<file path="src/rtl/wb_arb2_timeout.sv">
// ============================================================================
// Module   : wb_arb2_timeout
// Purpose  : Two-master Wishbone arbiter with round-robin grant and watchdog abort.
// Revision : 1.0
// ============================================================================
`default_nettype none

module wb_arb2_timeout #(
   parameter int DATABITS     = 16,
   parameter int TIMEOUT_BITS = 8,
   parameter int TIMEOUT      = 200
) (
   input  logic                  clk_i,
   input  logic                  reset_i,
   input  logic [1:0]            m_cyc_i,
   input  logic [1:0]            m_stb_i,
   input  logic [1:0]            m_we_i,
   input  logic [63:0]           m_adr_i,
   input  logic [2*DATABITS-1:0] m_dat_i,
   output logic [1:0]            m_ack_o,
   output logic [1:0]            m_err_o,
   output logic [1:0]            m_stall_o,
   output logic [DATABITS-1:0]   m_dat_o,
   output logic                  s_cyc_o,
   output logic                  s_stb_o,
   output logic                  s_we_o,
   output logic [31:0]           s_adr_o,
   output logic [DATABITS-1:0]   s_dat_o,
   input  logic                  s_ack_i,
   input  logic                  s_err_i,
   input  logic                  s_stall_i,
   input  logic [DATABITS-1:0]   s_dat_i,
   output logic [1:0]            grant_o,
   output logic                  timeout_o
);

   localparam logic [1:0] c_st_idle  = 2'd0;
   localparam logic [1:0] c_st_bus0  = 2'd1;
   localparam logic [1:0] c_st_bus1  = 2'd2;
   localparam logic [1:0] c_st_abort = 2'd3;

   localparam logic [TIMEOUT_BITS-1:0] c_timeout = TIMEOUT_BITS'(TIMEOUT);
   localparam logic [TIMEOUT_BITS-1:0] c_one     = TIMEOUT_BITS'(1);

   logic [1:0]              r_state;
   logic [1:0]              w_next;
   logic                    r_owner;
   logic                    r_last_grant;
   logic [TIMEOUT_BITS-1:0] r_cnt;
   logic                    r_tmo;
   logic                    w_bus;
   logic                    w_owner_cyc;

   assign w_bus       = (r_state == c_st_bus0) || (r_state == c_st_bus1);
   assign w_owner_cyc = m_cyc_i[r_owner];

   always_comb begin
      w_next = r_state;
      case (r_state)
         c_st_idle: begin
            case (m_cyc_i)
               2'b01:   w_next = c_st_bus0;
               2'b10:   w_next = c_st_bus1;
               2'b11:   w_next = r_last_grant ? c_st_bus0 : c_st_bus1;
               default: w_next = c_st_idle;
            endcase
         end
         c_st_bus0, c_st_bus1: begin
            // Release beats the watchdog; a slave response in the final cycle beats the abort.
            if (!w_owner_cyc)
               w_next = c_st_idle;
            else if ((r_cnt == c_timeout) && !s_ack_i && !s_err_i)
               w_next = c_st_abort;
         end
         default: begin
            if (!w_owner_cyc)
               w_next = c_st_idle;
         end
      endcase
   end

   always_ff @(posedge clk_i or posedge reset_i) begin
      if (reset_i) begin
         r_state      <= c_st_idle;
         r_owner      <= 1'b0;
         r_last_grant <= 1'b1;
         r_cnt        <= '0;
         r_tmo        <= 1'b0;
      end else begin
         r_state <= w_next;
         r_tmo   <= w_bus && (w_next == c_st_abort);
         case (r_state)
            c_st_idle: begin
               r_cnt <= '0;
               if (w_next == c_st_bus0)
                  r_owner <= 1'b0;
               else if (w_next == c_st_bus1)
                  r_owner <= 1'b1;
            end
            c_st_bus0, c_st_bus1: begin
               if (!w_owner_cyc)
                  r_last_grant <= r_owner;
               if (s_ack_i || s_err_i)
                  r_cnt <= '0;
               else if (r_cnt != c_timeout)
                  r_cnt <= r_cnt + c_one;
            end
            default: begin
               if (!w_owner_cyc)
                  r_last_grant <= r_owner;
            end
         endcase
      end
   end

   always_comb begin
      s_cyc_o   = 1'b0;
      s_stb_o   = 1'b0;
      s_we_o    = 1'b0;
      s_adr_o   = r_owner ? m_adr_i[63:32] : m_adr_i[31:0];
      s_dat_o   = r_owner ? m_dat_i[2*DATABITS-1:DATABITS] : m_dat_i[DATABITS-1:0];
      m_ack_o   = 2'b00;
      m_err_o   = 2'b00;
      m_stall_o = 2'b11;
      if (w_bus) begin
         s_cyc_o            = w_owner_cyc;
         s_stb_o            = m_stb_i[r_owner];
         s_we_o             = m_we_i[r_owner];
         // Responses are dropped once the owner has let go of cyc.
         m_ack_o[r_owner]   = s_ack_i & w_owner_cyc;
         m_err_o[r_owner]   = s_err_i & w_owner_cyc;
         m_stall_o[r_owner] = s_stall_i;
      end else if (r_state == c_st_abort) begin
         m_err_o[r_owner]   = r_tmo;
      end
   end

   assign m_dat_o   = s_dat_i;
   assign timeout_o = r_tmo;
   assign grant_o   = (r_state == c_st_bus0) ? 2'b01 :
                      (r_state == c_st_bus1) ? 2'b10 : 2'b00;

endmodule

`default_nettype wire

</file>
<file path="config.mk">
export PLATFORM = sky130hd
export DESIGN_NAME = wb_arb2_timeout
export DESIGN_NICKNAME = d
export VERILOG_FILES = /design/src/rtl/wb_arb2_timeout.sv
export SDC_FILE = /design/constraint.sdc
export NUM_CORES = 1
export LEC_CHECK = 0
export CORE_UTILIZATION = 26
export CTS_BUF_LIST = sky130_fd_sc_hd__clkbuf_16
export DETAILED_ROUTE_END_ITERATION = 6
export PLACE_DENSITY = 0.8
export SETUP_SLACK_MARGIN = 0.2
export SLEW_MARGIN = 20
export SYNTH_ARGS = -nofsm -noshare
export SYNTH_HDL_FRONTEND = slang
export SYNTH_SLANG_ARGS = --single-unit
</file>
<file path="constraint.sdc">
create_clock -name clk_i -period 2.4 [get_ports clk_i]
set_input_delay 0.6 -clock clk_i [delete_from_list [all_inputs] [get_ports clk_i]]
set_output_delay 0.6 -clock clk_i [all_outputs]
set_load 0.1 [all_outputs]
</file>
==> results of run 1 <==
## cell families after synthesis
group | synth area share [%]
AND/OR/NAND/NOR | 12.5
flip-flops | 20.5
AO/OA/AOI/OAI | 12.9
multiplexers | 37.3
buffers and inverters | 12.2
adder cells (fa/ha/maj) | 4.71
## repair_timing
item / CTS / global route
setup endpoints to repair: 6 / 14
resized for setup: 12 / 6
pin swaps: 5 / 7
setup buffers: 8 / 5
## metrics by stage
stage	instances	util, %
2_1_floorplan	172	-
3_3_place_gp	396	66.2
3_5_place_dp	396	66.2
4_1_cts	408	68.3
5_1_grt	413	69.3
6_report	413	69.3
## worst register-to-register path: cells and delay by family (launching register included)
kind,cells,cell delay [ns]
AOI/OAI and AO/OA,3,0.56
adders and majority gates,1,0.16
buffers and inverters,1,0.08
DFF,1,0.41
and+or+nand+nor,2,0.67
## synthesized netlist by cell type (all sizes together)
cell and count:
mux2i 3, nand3b 1, a221oi 1, o21ai 16
clkbuf 6, and3 6, mux2 49, dfrtp 12
nor2b 3, nand2b 4, inv 9, buf 20
or3b 2, dfstp 1, a31oi 4, nand2 7
nor2 9, or4 1, ha 6, a21oi 2
o211ai 2, o31ai 2, a21boi 2, nand4b 1
o2bb2ai 1, nand3 2
## metal layers
layer	track usage (%)	vias up	routed length, um
li1	-	927	-
met2	40.0	104	3970
met3	8.41	19	741
met4	8.75	0	237
met5	0	-	0
met1	17.8	919	2150
## state kept, by name, indices dropped and copies added, names as in the netlist
register,flops
r_last_grant,1
r_cnt,8
r_state,2
timeout_o,1
r_owner,1
## final cells by class
| type | count | area, sq um | share of cell area (%) |
|---|---|---|---|
| timing repair buffer | 188 | 2400 | 58.6 |
| multi-input combinational | 124 | 1160 | 28.3 |
| clock buffer | 3 | 75.1 | 1.83 |
| tap | 75 | 93.8 | 2.29 |
| sequential | 13 | 329 | 8.02 |
| clock inverter | 1 | 3.75 | 0.0915 |
| inverter | 9 | 37.5 | 0.915 |
## power by group
group / switching (uW) / leakage [uW] / internal, uW / total [uW]
registers: 50.6 / 0.000171 / 267 / 317
logic: 3380 / 0.00153 / 2130 / 5500
clock network: 93.2 / 0.0000423 / 220 / 313
## worst paths after layout
path	slack, ns	cells after the start	startpoint	end
min in group asynchronous	0.69	2	reset_i	r_cnt[2]
hold / removal	0.49	1	r_cnt[7]	r_cnt[7]
hold reg to reg	0.49	1	r_cnt[7]	r_cnt[7]
setup / recovery	0.13	4	r_state[1]	m_stall_o[0]
max in group asynchronous	1.34	2	reset_i	timeout_o
setup reg to reg	0.44	7	r_cnt[0]	r_owner
==> impl_results.md, run 1 <==
- Buffers on Ports: 166
- CP delay by family, top: flip-flops
- Synthesized area: 1600 sq um
- Routed wire length: 7100 um
- WP data arrival: 1.67 ns
- Share of cells above drive strength 1: 48.2%
- GPL Wtd Cong: 0.816
- CP bufs+invs: 2
- Clock buffer depth: 2
- Vias: 1969
- Pwr/cell area: 1490 nW/um^2
- Remaining DRCs: 0
- Cts hold-fix bufs: 0
- Tot GR Track Use: 20.4%
- Yosys cell types: 33
- Core area: 5920 sq um
- Root Driver: clkbuf_16
- Clock Latency Late Sink: 0.24 ns
- Final worst slack: 0.133 ns
- Initial Utilization: 26.9%
- Mean Syn Cell Area: 9.27 sq um
- Most common cell after layout, fill and taps aside: clkdlybuf4s50_1
- #FFs+latches synth: 13
- Slew headroom: 65.8%
- Pleak: 0.00175 uW
- Fin. Hold Viols: 0
- Synthesized net count: 301
- Vias per cell: 4.77
- Cell taking the most area after synthesis: mux2_2
- DR WL/cell: 17.2 um
- Crit path cell chain: inv_2, ha_4, or3b_4, buf_12
- Status: finished, final reports clean
- DP Area: 3920 sq um
- Final Max Slew Viols: 0
- Setup crit start kind: flop
- DR pass1 iterations: 4
- Top cell type's share of synthesized area: 34.6%
- Post-DRT Antenna Nets: 0
- Total gr overflow: 0
- Final hold slack: 0.488 ns
- N_diodes: 0
- Most frequent cells in the layout: clkdlybuf4s50_1 (101), buf_12 (59), mux2_2 (48)
- Worst slew pin tran: 0.512 ns
- 1st-iter DRT viols: 46
- Fillers: 434
- Die span in x: 80.3 um
- Initial antenna violation count: 0
- H-tree depth: 1
- Largest net degree at the start of global routing: 22
- Area Overhead vs Synth: 157%
- Crit path capture type: primary output
- Total power: 6130 uW
- Vias in the first global route: 2022
- Final Cell Area: 4100 sq um
- Fin Clk Skew: 0.00236 ns
- Sum of negative setup slack: 0 ns
- Post-DP HPWL: 6010 um
- Crit path max fanout: 6
- Ports: 199
- Final clock period utilization by the worst path: 94.5%
- DP Worst Slack: -0.0903 ns
- CTS tree: built
- Clock Pin Slew Worst Setup and Hold Paths: 0.04 ns
- Std-Cell Rows: 28
- Maximum operating frequency: 441 MHz
- Worst IR Drop VDD: 975 uV
- Synth warn: 0
- Full die area: 6450 sq um
- Clk sink count: 13
- Final setup fails: 0
- Top post-synthesis cells by area: mux2_2 (35%), dfrtp_1 (19%), buf_4 (7.5%), ha_1 (4.7%), o21ai_0 (4.7%)
- Nets: 468
- Slowest-stage cell, CP: dfrtp_1
- Global-route wire length before repair: 9790 um
- Register area share after synthesis: 20.5%
- Critical path's largest stage delay: 0.43 ns
- Syn Inst Count: 172
- Worst Hold Class: flop to flop
- Die H: 80.3 um
- RSZ-0062 raised after global routing: yes
- Max_cap viols: 0
- Worst EP required: 1.80 ns
- Minimum clock period after layout: 2.27 ns
- WS Path Type: flop to primary output
- Cts bufs inserted: 3
Note: power is estimated with default switching activity, not from simulation.
==> inputs of run 2 (changes only) <==
==> constraint.sdc (replaced) <==
create_clock -name clk_i -period 2.4 [get_ports clk_i]
set_input_delay 0.6 -clock clk_i [delete_from_list [all_inputs] [get_ports clk_i]]
set_output_delay 0.6 -clock clk_i [all_outputs]
set_load 0.01 [all_outputs]
==> run 2 against run 1 <==
Global-route usage down 0.43 points. Clock skew up 0.0019 ns. Wire length down 1.9%. Design area down 16%. Flip-flop and latch count unchanged. First-iteration DRC count down 59%. Die area unchanged. Via count down 2.9%. Utilization down 11 points. Combinational power down 56%. Critical endpoint is now s_dat_o[11]. Largest cell class unchanged.
==> impl_results.md, run 2 (same netlist as run 1, synthesis figures left out) <==
- Slew headroom: 42.6% (was 65.8%)
- WP data arrival: 1.63 ns (was 1.67 ns)
- Max_cap viols: 0 (unchanged)
- Initial Utilization: 26.9% (unchanged)
- Worst Setup SP: r_owner (was r_state[1])
- Clock Pin Slew Worst Setup and Hold Paths: 0.05 ns (was 0.04 ns)
- Cts hold-fix bufs: 0 (unchanged)
- Combinational share of power: 79.3% (was 89.7%)
- CTS tree: built (unchanged)
- Maximum operating frequency: 449 MHz (was 441 MHz)
- Final worst slack: 0.170 ns (was 0.133 ns)
- Top Registers: r_cnt (8), r_state (2) (unchanged)
- DP Worst Slack: -0.466 ns (was -0.0903 ns)
- Vias: 1912 (was 1969)
- Cell Count, Final, Fillers Out: 419 (was 413)
- Crit path cell chain: buf_12, buf_4, buf_4, mux2_2, clkdlybuf4s15_1 (was inv_2, ha_4, or3b_4, buf_12)
- H-tree depth: 1 (unchanged)
- Status: finished, final reports clean (unchanged)
- Nets: 474 (was 468)
- Std-Cell Rows: 28 (unchanged)
- Clock buffer depth: 2 (unchanged)
- Minimum clock period after layout: 2.23 ns (was 2.27 ns)
- Clk sink count: 13 (unchanged)
- Most frequent CP cell: buf_4
- Worst slew pin tran: 0.857 ns (was 0.512 ns)
- Pwr/cell area: 880 nW/um^2 (was 1490 nW/um^2)
- Fillers: 526 (was 434)
- DR pass1 iterations: 4 (unchanged)
- Critical path's largest stage delay: 0.43 ns (about the same)
- Tot GR Track Use: 19.9% (was 20.4%)
- Routed wire length: 6970 um (was 7100 um)
- Largest net degree at the start of global routing: 14 (was 22)
- Fin Clk Skew: 0.00430 ns (was 0.00236 ns)
- Worst Hold Class: flop to flop (unchanged)
- Post-DRT Antenna Nets: 0 (unchanged)
- Largest register by flop count: r_cnt (unchanged)
- CP delay by family, top: buffers and inverters (was flip-flops)
- Initial antenna violation count: 0 (unchanged)
- Final setup fails: 0 (unchanged)
- Reg power frac: 10.2% (was 5.2%)
- Remaining DRCs: 0 (unchanged)
- Clock power share: 10.6% (was 5.1%)
- Die H: 80.3 um (unchanged)
- Register area: 328 sq um (was 329 sq um)
- Share of cells above drive strength 1: 39.2% (was 48.2%)
- Most frequent cells in the layout: clkdlybuf4s50_1 (105), mux2_2 (48), clkbuf_2 (29) (was clkdlybuf4s50_1 (101), buf_12 (59), mux2_2 (48))
- Net Sw Frac: 38.0% (was 57.4%)
- Slowest-stage cell, CP: dfrtp_2 (was dfrtp_1)
- Vias per cell: 4.56 (was 4.77)
- Root Driver: clkbuf_16 (unchanged)
- RSZ-0062 raised after global routing: yes (unchanged)
- Max reg flops: 8 (unchanged)
- Sum of negative setup slack: 0 ns (unchanged)
- WS Path Type: flop to primary output (unchanged)
- Crit path capture type: primary output (unchanged)
- Worst EP required: 1.80 ns (about the same)
- P_sw: 1150 uW (was 3520 uW)
- Final Max Slew Viols: 0 (unchanged)
- Final hold slack: 0.487 ns (was 0.488 ns)
- Pleak: 0.00154 uW (was 0.00175 uW)
- Setup crit start kind: flop (unchanged)
- Final clock period utilization by the worst path: 92.9% (was 94.5%)
- Most common cell after layout, fill and taps aside: clkdlybuf4s50_1 (unchanged)
- Clock Latency Late Sink: 0.25 ns (was 0.24 ns)
- N_diodes: 0 (unchanged)
- Buffers on Ports: 166 (unchanged)
- Area of the multi-input gates: 1130 sq um (was 1160 sq um)
- DR WL/cell: 16.6 um (was 17.2 um)
- 1st-iter DRT viols: 19 (was 46)
- Global-route wire length before repair: 9540 um (was 9790 um)
- Area Overhead vs Synth: 116% (was 157%)
- Ports: 199 (unchanged)
- Post-DP HPWL: 5590 um (was 6010 um)
- Die span in x: 80.3 um (unchanged)
- Fin. Hold Viols: 0 (unchanged)
- Crit path max fanout: 8 (was 6)
- Inst Count DP: 401 (was 396)
- GPL Wtd Cong: 0.784 (was 0.816)
- Full die area: 6450 sq um (unchanged)
- Total gr overflow: 0 (unchanged)
- Core area: 5920 sq um (unchanged)
- Cts bufs inserted: 3 (unchanged)
- Worst IR Drop VDD: 576 uV (was 975 uV)
- Vias in the first global route: 1808 (was 2022)
- Internal Power: 1870 uW (was 2610 uW)
- Reg-to-reg startpoint: r_cnt[2] (was r_cnt[0])
- HP Start: r_cnt[7] (unchanged)
- CP bufs+invs: 4 (was 2)
-- run 2: per-layer routing --
metal	global-route usage, %	up-vias	share of wire, %
li1	-	940	-
met1	20.2	884	34
met2	38.1	81	54
met3	6.59	7	10
met4	6.25	0	1.5
met5	0	-	0
-- run 2: power groups by stage --
| stage | registers, uW | logic, uW | clock network, uW |
|---|---|---|---|
| after floorplan | 294 | 1130 | 0 |
| after global placement | 309 | 2280 | 0 |
| after detailed placement | 313 | 2300 | 0 |
| after CTS | 306 | 2330 | 322 |
| after global routing | 311 | 2580 | 334 |
| final | 307 | 2400 | 320 |
-- run 2: layout make-up --
class,count,area share [%]
clock inverter,1,0.109
multi-input combinational,124,32.8
clock buffer,3,2.18
sequential,13,9.53
timing repair buffer,194,51.6
inverter,9,1.06
tap,75,2.73
-- run 2: stage by stage --
step	util [%]	area [sq um]	total power, uW
6_report	58.1	3440	3020
5_1_grt	58.1	3440	3220
4_1_cts	58.5	3460	2960
3_5_place_dp	56.5	3350	2620
3_3_place_gp	56.5	3350	2590
2_1_floorplan	-	1600	1430
-- run 2: repair_timing --
item,CTS,global route
hold endpoints to repair,0,0
pin swaps,3,5
gates cloned,1,0
buffers inserted,5,8
resized for setup,85,80
endpoints found under the setup margin,57,50
-- run 2: worst register-to-register path: cells and delay by family (launching register included) --
kind / cells / cell delay, ns
AOI/OAI and AO/OA: 3 / 0.98
and+or+nand+nor: 2 / 0.50
DFF: 1 / 0.40
-- run 2: path summary, 6_finish.rpt --
kind                                to  slack, ns  cells after the start
setup / recovery           s_dat_o[11]       0.17                      5
hold / removal                r_cnt[7]       0.49                      1
setup reg to reg              r_cnt[2]       0.36                      5
hold reg to reg               r_cnt[7]       0.49                      1
max in group asynchronous      r_owner       1.35                      2
min in group asynchronous   r_state[1]       0.68                      2
